### src/rtl/channel_ctrl.sv
// Per-channel front-end controller: sequences sample/CSA reset around each hit
// and buffers timestamped ADC words in a small first-word-fall-through FIFO.
module channel_ctrl #(
    parameter int ADCBITS        = 10,
    parameter int TS_BITS        = 24,
    parameter int FIFO_DEPTH     = 4,
    parameter int TIMEOUT_CYCLES = 255
) (
    input  logic                       clk,
    input  logic                       reset_n,
    input  logic                       hit,
    input  logic                       done,
    input  logic [ADCBITS-1:0]         dout,
    input  logic [TS_BITS-1:0]         timestamp,
    input  logic                       channel_enabled,
    input  logic [7:0]                 sample_cycles,
    input  logic [7:0]                 reset_cycles,
    output logic                       sample,
    output logic                       csa_reset,
    input  logic                       fifo_rd,
    output logic [TS_BITS+ADCBITS-1:0] fifo_dout,
    output logic                       fifo_empty,
    output logic                       fifo_full,
    output logic                       fifo_overflow
);

    localparam int AW = $clog2(FIFO_DEPTH);
    localparam int TW = $clog2(TIMEOUT_CYCLES + 1);
    localparam int CW = (TW > 8) ? TW : 8;
    localparam int WW = TS_BITS + ADCBITS;

    typedef enum logic [2:0] {
        IDLE,
        HOLD,
        SAMPLE,
        CONVERT,
        STORE,
        CSA_RST,
        REARM
    } state_t;

    state_t state, state_next;
    logic [CW-1:0]      cnt, cnt_next;
    logic [TS_BITS-1:0] ts_q;
    logic [ADCBITS-1:0] adc_q;
    logic               ts_load, adc_load, fifo_wr, set_ovf;
    logic               hit_meta, hit_s, done_meta, done_s;

    logic [AW:0]   wr_ptr, rd_ptr;
    logic [WW-1:0] mem [FIFO_DEPTH];
    logic [WW-1:0] hold_q;
    logic          rd_en;

    always_ff @(posedge clk or negedge reset_n) begin
        if (!reset_n) begin
            hit_meta  <= 1'b0;
            hit_s     <= 1'b0;
            done_meta <= 1'b0;
            done_s    <= 1'b0;
        end else begin
            hit_meta  <= hit;
            hit_s     <= hit_meta;
            done_meta <= done;
            done_s    <= done_meta;
        end
    end

    // Disabling overrides every state; while disabled the reset count is held at its start.
    always_comb begin
        state_next = state;
        cnt_next   = cnt;
        ts_load    = 1'b0;
        adc_load   = 1'b0;
        fifo_wr    = 1'b0;
        set_ovf    = 1'b0;
        if (!channel_enabled) begin
            state_next = CSA_RST;
            cnt_next   = CW'(reset_cycles);
        end else begin
            case (state)
                IDLE: begin
                    if (hit_s) begin
                        state_next = HOLD;
                        cnt_next   = CW'(sample_cycles);
                        ts_load    = 1'b1;
                    end
                end
                HOLD: begin
                    if (cnt == '0) begin
                        state_next = SAMPLE;
                        cnt_next   = CW'(1);
                    end else begin
                        cnt_next = cnt - CW'(1);
                    end
                end
                SAMPLE: begin
                    if (cnt == '0) begin
                        state_next = CONVERT;
                        cnt_next   = CW'(TIMEOUT_CYCLES);
                    end else begin
                        cnt_next = cnt - CW'(1);
                    end
                end
                CONVERT: begin
                    if (done_s) begin
                        state_next = STORE;
                        adc_load   = 1'b1;
                    end else if (cnt <= CW'(1)) begin
                        state_next = CSA_RST;
                        cnt_next   = CW'(reset_cycles);
                    end else begin
                        cnt_next = cnt - CW'(1);
                    end
                end
                STORE: begin
                    if (!fifo_full || fifo_rd) begin
                        fifo_wr = 1'b1;
                    end else begin
                        set_ovf = 1'b1;
                    end
                    state_next = CSA_RST;
                    cnt_next   = CW'(reset_cycles);
                end
                CSA_RST: begin
                    if (cnt == '0) begin
                        state_next = REARM;
                    end else begin
                        cnt_next = cnt - CW'(1);
                    end
                end
                REARM: begin
                    if (!hit_s && !done_s) begin
                        state_next = IDLE;
                    end
                end
                default: begin
                    state_next = IDLE;
                end
            endcase
        end
    end

    // Strobes are registered from the next state so they line up with the state they belong to.
    always_ff @(posedge clk or negedge reset_n) begin
        if (!reset_n) begin
            state         <= IDLE;
            cnt           <= '0;
            ts_q          <= '0;
            adc_q         <= '0;
            sample        <= 1'b0;
            csa_reset     <= 1'b1;
            fifo_overflow <= 1'b0;
        end else begin
            state     <= state_next;
            cnt       <= cnt_next;
            sample    <= (state_next == SAMPLE);
            csa_reset <= (state_next == CSA_RST);
            if (ts_load) begin
                ts_q <= timestamp;
            end
            if (adc_load) begin
                adc_q <= dout;
            end
            if (set_ovf) begin
                fifo_overflow <= 1'b1;
            end
        end
    end

    assign rd_en      = fifo_rd && !fifo_empty;
    assign fifo_empty = (wr_ptr == rd_ptr);
    assign fifo_full  = (wr_ptr[AW] != rd_ptr[AW]) && (wr_ptr[AW-1:0] == rd_ptr[AW-1:0]);
    assign fifo_dout  = fifo_empty ? hold_q : mem[rd_ptr[AW-1:0]];

    // hold_q keeps the last popped word so the output stays put once the FIFO drains.
    always_ff @(posedge clk or negedge reset_n) begin
        if (!reset_n) begin
            wr_ptr <= '0;
            rd_ptr <= '0;
            hold_q <= '0;
            for (int i = 0; i < FIFO_DEPTH; i++) begin
                mem[i] <= '0;
            end
        end else begin
            if (fifo_wr) begin
                mem[wr_ptr[AW-1:0]] <= {ts_q, adc_q};
                wr_ptr              <= wr_ptr + 1'b1;
            end
            if (rd_en) begin
                hold_q <= mem[rd_ptr[AW-1:0]];
                rd_ptr <= rd_ptr + 1'b1;
            end
        end
    end

endmodule

### config.mk
export PLATFORM = sky130hd
export DESIGN_NAME = channel_ctrl
export DESIGN_NICKNAME = d
export VERILOG_FILES = /design/src/rtl/channel_ctrl.sv
export SDC_FILE = /design/constraint.sdc
export NUM_CORES = 1
export LEC_CHECK = 0
export CAP_MARGIN = 10
export CORE_MARGIN = 3
export CORE_UTILIZATION = 52
export CTS_BUF_LIST = sky130_fd_sc_hd__clkbuf_4 sky130_fd_sc_hd__clkbuf_8
export CTS_CLUSTER_DIAMETER = 100
export DETAILED_ROUTE_END_ITERATION = 6
export PLACE_DENSITY = 0.77
export SETUP_SLACK_MARGIN = 0.3
export SYNTH_ARGS = -nofsm -noshare
export SYNTH_HDL_FRONTEND = slang
export SYNTH_SLANG_ARGS = --single-unit
### constraint.sdc
create_clock -name clk -period 2.9 [get_ports clk]
set_input_delay 0.58 -clock clk [delete_from_list [all_inputs] [get_ports clk]]
set_output_delay 0.58 -clock clk [all_outputs]
set_load 0.005 [all_outputs]
==> flow_summary.yaml <==
run_status:
  status: "completed"
global_routing:
  grt_pass1_wl_um: 39200
  use_met2_pct: 38.2
  grt_util_met3_pct: 4.44
  grt_overflow: 0
  grt_pass1_vias: 7312
  grt.met1_usage_pct: 29.6
  busiest_layer: "met2"
  track_usage_pct: 22.8
  antenna_found_initial: 1
  grt_max_degree: 71
cts:
  postCtsHoldBufs: 0
  cts_tree: "yes"
  cts_inserted_buffers: 38
  htree_levels: 2
  clock_latency_ps: 530
  clk_path_buf_depth: 3
  clock_sinks: 228
  cts-root-buf: "clkbuf_8"
  clk_pin_slew_ps: 60
synth:
  synth_area_leaders: "dfrtp_1, mux2_2, mux4_2"
  avgSynthCellArea_um2: 13.6
  synth_area_um2: 10400
  synth-seq-area-share_pct: 54.9
  synth_top_area_share_pct: 54.7
  yosysTopAreaCell: "dfrtp_1"
  yosysUniqueCellTypes: 54
  syn-instance-count: 762
  ys_ff_latch: 228
  ys_async_sr_fraction_pct: 100
  synth_edf_count: 0
  synth_flop_cell: "dfrtp_1"
  synth_nets: 826
  yosysWarnings: 0
finish:
  finish.utilization_pct: 67.7
  nNetsFinal: 996
  final_cells: 1227
  area_delta_synth_final_pct: 27.2
  antenna_cells: 0
  mostFrequentLayoutCell: "dfrtp_1"
  final_cell_mix: "dfrtp_1, mux2_2, nand2_1, clkdlybuf4s50_1, clkbuf_8"
  drive_above_1_share_pct: 48.1
floorplan:
  fp.dieW_um: 147
  die-area_um2: 21700
  die_y_um: 147
  num_io_pins: 95
  rows: 51
  fp.coreArea_um2: 19500
  initial_core_util_pct: 53.2
sta:
  setup-tns-final_ps: 0
  fin_crit_ps: 2780
  fmaxAchievable_ghz: 0.359
  maxSlewViolCount: 0
  fin_ws_ps: 117
  finalSetupViolations: 0
  slew_headroom_pct: 53.4
  hold_viol_final: 0
  worstMarginPinSlew_ps: 692
  finClkSkew_ps: 16.4
  period_share_pct: 96.0
  rsz0062_at_grt: "true"
power_and_ir_drop:
  power.density_nw_per_um2: 681
  power_leakage_nw: 6.69
  ir_worst_vdd_uv: 460
place:
  gp_congestion: 0.888
  dp_slack_ps: 230
  numPortBuffers: 94
  dp_hpwl_um: 14000
  dp_cells: 1112
detailed_routing:
  wl_per_cell_um: 19.9
  routed_wl_um: 24500
  via_count: 6863
  drt-initial-drc-count: 321
  routed_via_density: 5.59
  drc_errors: 0
  antenna_left: 0
  dr.pass1.iters: 5
critical_path:
  crit_path_max_fanout: 7
  cp.required_ps: 2320
  cp.arrival_ps: 2200
  cp-start-kind: "flop"
  endpoint_kind: "output port"
  worst-setup-path-type: "reg2out"
min_path:
  hold_class: "in2async"
flow_run:
  drv_cap: 0
[registers in the layout, indices dropped and copies added (netlist names)]
name and cells:
hit_s 1, sample 1, ts_q 24, wr_ptr 3, fifo_overflow 1, mem 136
adc_q 10, cnt 8, hit_meta 1, rd_ptr 3, done_meta 1, csa_reset 1
state 3, hold_q 34, done_s 1
[stage by stage]
step	cell area, µm²	total power [mW]	hold slack (ps)
floorplan	10400	4.32	284
global placement	11800	4.92	337
detailed placement	11800	4.94	340
CTS	13100	8.88	20.3
global route	13200	9.39	31.3
finish	13200	9.01	24.3
[area by class of cell]
cell class                 instances  area, µm²
fill                            1392       6300
sequential                       228       5710
multi-input combinational        484       4570
timing repair buffer             170       1750
clock buffer                      64        768
tap                              265        332
clock inverter                     6       42.5
inverter                          10       42.5
[path summary, 6_finish.rpt]
kind,from,to,slack (ps),cells past startpoint
min,reset_n,cnt[2],20,1
max,rd_ptr[0],fifo_dout[20],120,7
max in group asynchronous,reset_n,adc_q[7],2140,2
min reg2reg,done_meta,done_s,350,0
max reg2reg,cnt[1],cnt[0],400,7
min in group clk,done_meta,done_s,350,0
[power breakdown]
group / internal, mW / switching (mW)
clock: 1.68 / 1.26
sequential: 3.26 / 0.119
combinational: 1.46 / 1.23
[repair_timing]
action / 4_1_cts / 5_1_grt
gates cloned: 4 / 1
endpoints found under the setup margin: 36 / 46
resized for setup: 180 / 25
setup buffers: 33 / 7
pin swaps: 66 / 20
[critical path, stage by stage (launching register included)]
cell     delay, ps
dfrtp_4        570
buf_6          150
buf_12         120
buf_16         140
mux4_2         430
nand2_1         80
nand2_1         60
buf_2          130
[cells in the mapped netlist, types with 2 or more instances]
cell      instances
and3_1            3
buf_2            15
mux2_2          205
buf_1             3
xor2_1            4
mux4_2           34
a31oi_1           6
nor3_1            8
a31o_2            2
o21ai_0          16
o31ai_1           2
nor2_1           10
clkbuf_1         20
a211oi_1          6
nor4_1            2
nand2_1         116
nand3_1           3
dfrtp_1         227
or2_2             3
a22o_1            2
a21oi_1           4
ha_1              8
o21a_1            6
a221o_1           4
nor2b_1           9
inv_1             9
xnor2_1           8
[layer usage]
layer	share of wire, %	wire length, µm
met1	41	10100
met2	50	12300
met3	5.4	1330
met4	2.9	710
met5	0.045	11
[kinds of logic after synthesis]
logic type	after synthesis	share of synthesized area, %
AND/OR/NAND/NOR	166	7.03
flip-flops	228	54.9
adder cells (fa/ha/maj)	8	0.963
XOR/XNOR	12	1.01
AO/OA/AOI/OAI	59	4.40
multiplexers	239	29.6
buffers and inverters	50	2.10
(Power assumes the default switching activity.)
